## config.mk

```make
export PLATFORM = sky130hd
export DESIGN_NAME = stream_word_packer
export DESIGN_NICKNAME = d
export VERILOG_FILES = /design/src/rtl/stream_word_packer.sv
export SDC_FILE = /design/constraint.sdc
export NUM_CORES = 1
export LEC_CHECK = 0
export ABC_CLOCK_PERIOD_IN_PS = 3600
export CAP_MARGIN = 20
export CORE_ASPECT_RATIO = 0.75
export CORE_MARGIN = 2
export CORE_UTILIZATION = 45
export DETAILED_ROUTE_END_ITERATION = 8
export HOLD_SLACK_MARGIN = 0.12
export PLACE_DENSITY = 0.72
export SLEW_MARGIN = 30
export SYNTH_ARGS = -nofsm -noshare
export SYNTH_HDL_FRONTEND = slang
export SYNTH_SLANG_ARGS = --single-unit
```

## constraint.sdc

```tcl
create_clock -name clk -period 3.6 [get_ports clk]
set_clock_uncertainty 0.2 [all_clocks]
set_input_delay 0.54 -clock clk [delete_from_list [all_inputs] [get_ports clk]]
set_output_delay 0.54 -clock clk [all_outputs]
set_load 0.005 [all_outputs]
```

## src/rtl/stream_word_packer.sv

```systemverilog
// stream_word_packer
// Gathers N_WORDS consecutive DATA_WIDTH-bit stream words into one wide beat
// of N_WORDS lanes. Word n of a group lands in lane n (lane 0 = LSBs). A word
// carrying S_AXIS_TLAST closes the group early; the unused upper lanes are
// zero-filled and cleared in M_AXIS_TKEEP.
//
// Handshake: a transfer on either side happens on a rising edge where the
// side's TVALID and TREADY are both high. M_AXIS_TVALID, once raised, stays
// high with TDATA/TKEEP/TLAST stable until the downstream takes the beat.
// S_AXIS_TREADY is combinational from M_AXIS_TREADY: a new word is accepted
// whenever the output register is empty or is being emptied on the same edge.
module stream_word_packer #(
   parameter int DATA_WIDTH = 32,
   parameter int N_WORDS    = 4
) (
   input  logic                          clk,
   input  logic                          aresetn,
   input  logic [DATA_WIDTH-1:0]         S_AXIS_TDATA,
   input  logic                          S_AXIS_TVALID,
   input  logic                          S_AXIS_TLAST,
   output logic                          S_AXIS_TREADY,
   output logic [N_WORDS*DATA_WIDTH-1:0] M_AXIS_TDATA,
   output logic [N_WORDS-1:0]            M_AXIS_TKEEP,
   output logic                          M_AXIS_TLAST,
   output logic                          M_AXIS_TVALID,
   input  logic                          M_AXIS_TREADY
);

   localparam int CW = (N_WORDS > 1) ? $clog2(N_WORDS) : 1;
   localparam int BW = N_WORDS * DATA_WIDTH;
   localparam logic [CW-1:0] LAST_LANE = CW'(N_WORDS - 1);

   logic [CW-1:0]      lane_cnt;
   logic [BW-1:0]      acc;
   logic [BW-1:0]      out_data;
   logic [N_WORDS-1:0] out_keep;
   logic               out_last;
   logic               out_valid;

   logic               in_ready;
   logic               in_xfer;
   logic               out_xfer;
   logic               completing;
   logic [BW-1:0]      merged;
   logic [N_WORDS-1:0] lane_mask;

   assign in_ready   = aresetn && (!out_valid || M_AXIS_TREADY);
   assign in_xfer    = S_AXIS_TVALID && in_ready;
   assign out_xfer   = out_valid && M_AXIS_TREADY;
   assign completing = in_xfer && ((lane_cnt == LAST_LANE) || S_AXIS_TLAST);

   assign S_AXIS_TREADY = in_ready;
   assign M_AXIS_TDATA  = out_data;
   assign M_AXIS_TKEEP  = out_keep;
   assign M_AXIS_TLAST  = out_last;
   assign M_AXIS_TVALID = out_valid;

   // Accumulator with the current word placed in its lane; lanes above the
   // current lane are forced to zero so an early flush never leaks old data.
   always_comb begin
      merged    = '0;
      lane_mask = '0;
      for (int k = 0; k < N_WORDS; k++) begin
         if (CW'(k) < lane_cnt) begin
            merged[k*DATA_WIDTH +: DATA_WIDTH] = acc[k*DATA_WIDTH +: DATA_WIDTH];
            lane_mask[k] = 1'b1;
         end else if (CW'(k) == lane_cnt) begin
            merged[k*DATA_WIDTH +: DATA_WIDTH] = S_AXIS_TDATA;
            lane_mask[k] = 1'b1;
         end
      end
   end

   // Lane counter and accumulator: advance on each accepted word, restart
   // from lane 0 whenever a group is handed to the output register.
   always_ff @(posedge clk or negedge aresetn) begin
      if (!aresetn) begin
         lane_cnt <= '0;
         acc      <= '0;
      end else if (completing) begin
         lane_cnt <= '0;
         acc      <= '0;
      end else if (in_xfer) begin
         lane_cnt <= lane_cnt + 1'b1;
         acc      <= merged;
      end
   end

   // Output register: loads a finished group (replacing a beat that drains on
   // the same edge), otherwise holds, and drops TVALID once a beat is taken.
   always_ff @(posedge clk or negedge aresetn) begin
      if (!aresetn) begin
         out_data  <= '0;
         out_keep  <= '0;
         out_last  <= 1'b0;
         out_valid <= 1'b0;
      end else if (completing) begin
         out_data  <= merged;
         out_keep  <= lane_mask;
         out_last  <= S_AXIS_TLAST;
         out_valid <= 1'b1;
      end else if (out_xfer) begin
         out_valid <= 1'b0;
      end
   end

endmodule

```

==> impl_metrics.toml <==
[status]
status = "finished clean"

[logic_synthesis]
synth_top_cell_area_share_pct = 60.4
synthCells = 716
synth_area_leaders = "dfrtp_1 (60%), a22o_1 (11%), mux2_2 (6.7%)"
syn_nets = 759
synth_top_area_cell = "dfrtp_1"
yosys.cell_count.top_type = "dfrtp_1"
synth_edf_count = 0
ys_seq_area_share_pct = 60.4
syn_area_sq_um = 9610
synth-main-ff-cell = "dfrtp_1"
yosysWarnings = 0
syn_area_per_cell_sq_um = 13.4
async_reset_ff_share_pct = 100
synth_commonest_cells = "dfrtp_1 (232), a22o_1 (121), a32o_1 (57), mux2_2 (57), a31oi_1 (47)"
synth_cell_types = 32
yosys_register_bits = 232

[clocking]
cts.sinks = 232
htreeDepth = 1
cts_buffers = 23
clockBufferDepth = 3
cts_tree = "done"
cts_setup_buffers = 0
cts.clk_slew.worst_paths_ps = 70
cts-root-buf = "clkbuf_16"
clk_latency_ps = 500

[die]
chipHeight_um = 131
die-area_sq_um = 22500
start_util_pct = 45.6
fp-row-count = 46
die_x_um = 173
core_sq_um = 21100
ioPinCount = 172

[timing]
fmax_ghz = 0.346
hold_slack_ps = 272
max_slew_margin_pct = 42.1
fin_ws_ps = 711
period_share_pct = 80.2
setup-tns-final_ps = 0
layout_min_cycle_time_ps = 2890
rsz0062_at_grt = "false"
hold_violations = 0
drv_slew = 0
finalSetupViolations = 0
tightest_slew_ps = 869

[drt]
drc_errors = 0
drt-pass1-iter-count = 5
via_per_inst = 6.04
wire_per_inst_um = 22.4
routed_wl_mm = 26.1
drtIter0Drc = 596
vias = 7038
antenna_left = 0

[critical_path]
r2r-start = "lane_cnt[1]"
crit_path_start_kind = "register"
cp.required_ps = 3790
worstPathBufferInverterCount = 1
crit_start = "lane_cnt[1]"
reg2reg_slack_ps = 710
cp_top_family = "simple AND/OR/NAND/NOR gates"
crit_path_top_delay_cell = "dfrtp_1"
critical_path_class = "register to register"
path_cells = "ha_1, or2_2, nand3_2, buf_12, a22o_1"
end_kind = "register"
worst_path_largest_cell_delay_ps = 750
cp.arrival_ps = 3080
worstPathMaxFanout = 24

[grt]
antenna_found_initial = 0
grt_pass1_vias = 7090
grt_max_degree = 156
grt_pass1_wl_mm = 41.5
overflow = 0
track_usage_pct = 23.3

[cells_and_area]
drive_gt1_share_pct = 14.5
layoutNonFillerInstCount = 1165
finalInstanceArea_sq_um = 12400
nNetsFinal = 904
diodes = 0
finish.utilization_pct = 58.6
fillCellCount = 1704
syn2layout_area_growth_pct = 28.6

[run]
cap_viol_max_count = 0

[min_path]
hp-class = "input port to async pin"

[place]
hpwlAfterDp_mm = 16.5
placement.io_buffers = 171
dp_slack_ps = 706
dpl_cell_area_sq_um = 11600
place.gp.congestion = 0.795
placedCellCount = 1123

[pwr]
p_total_mw = 7.70
peakVddDrop_v = 0.000359
power_leakage_nw = 5.55
power_per_cell_area_nw_per_um2 = 624
flip-flops by register name, indices dropped and copies added (netlist names):
name	cells
M_AXIS_TKEEP	4
acc	96
M_AXIS_TDATA	128
M_AXIS_TLAST	1
M_AXIS_TVALID	1
lane_cnt	2
logic make-up (layout without fill, tap and decap cells):
kind of cell | Yosys count | in the layout | share of synthesized area (%)
compound gates | 275 | 275 | 23.1
buf+inv | 79 | 240 | 3.80
mux | 89 | 89 | 10.0
simple gates | 35 | 35 | 1.85
flops | 232 | 232 | 60.4
fa+ha+maj | 6 | 6 | 0.782
area by class of cell:
cell class	instances	area [sq um]	share of cell area [%]
well taps	288	360	2.92
clock inverters	5	52.6	0.425
multi-input cells	405	3480	28.2
repair buffers	196	1940	15.7
clock buffers	36	694	5.62
inverters	3	11.3	0.0912
flip-flops and latches	232	5810	47.0
per-layer routing:
layer,wire length [um],track usage [%]
met1,12100,34.9
met2,11200,34.2
met3,2390,6.19
met4,383,4.89
met5,0,0
timing repair:
action / in CTS / in global routing
hold buffers: 1 / 0
hold endpoints to repair: 13 / 0
setup endpoints to repair: 0 / 0
resized for setup: 0 / 0
layout by cell type, fill, tap and decap left out, types with 2 or more instances in the layout:
cell type,instances
inv_1,3
nor3_4,2
nor2b_4,2
ha_1,5
a21oi_1,33
nand3_1,2
clkbuf_1,6
a22o_1,121
buf_12,3
clkbuf_16,23
mux2_2,57
clkinv_2,3
nand2_1,17
nor2_1,2
a31oi_1,47
clkdlybuf4s50_1,170
buf_4,21
o21ai_0,5
dfrtp_1,232
o2bb2ai_1,7
a32o_1,57
mux2i_1,32
clkbuf_8,7
power by group:
| part | switching [mW] | internal (mW) | leakage (nW) |
|---|---|---|---|
| sequential | 0.309 | 3.06 | 3.07 |
| clock | 0.988 | 1.39 | 0.367 |
| combinational | 0.871 | 1.08 | 2.12 |
path summary, 6_finish.rpt:
check	depth (start not counted)	endpoint
max reg2reg	5	M_AXIS_TDATA[126]
min in group clk	1	M_AXIS_TKEEP[0]
max in group asynchronous	4	M_AXIS_TDATA[37]
min	2	M_AXIS_TVALID
min reg2reg	1	M_AXIS_TKEEP[0]
max	5	M_AXIS_TDATA[126]
(Power assumes the default switching activity.)
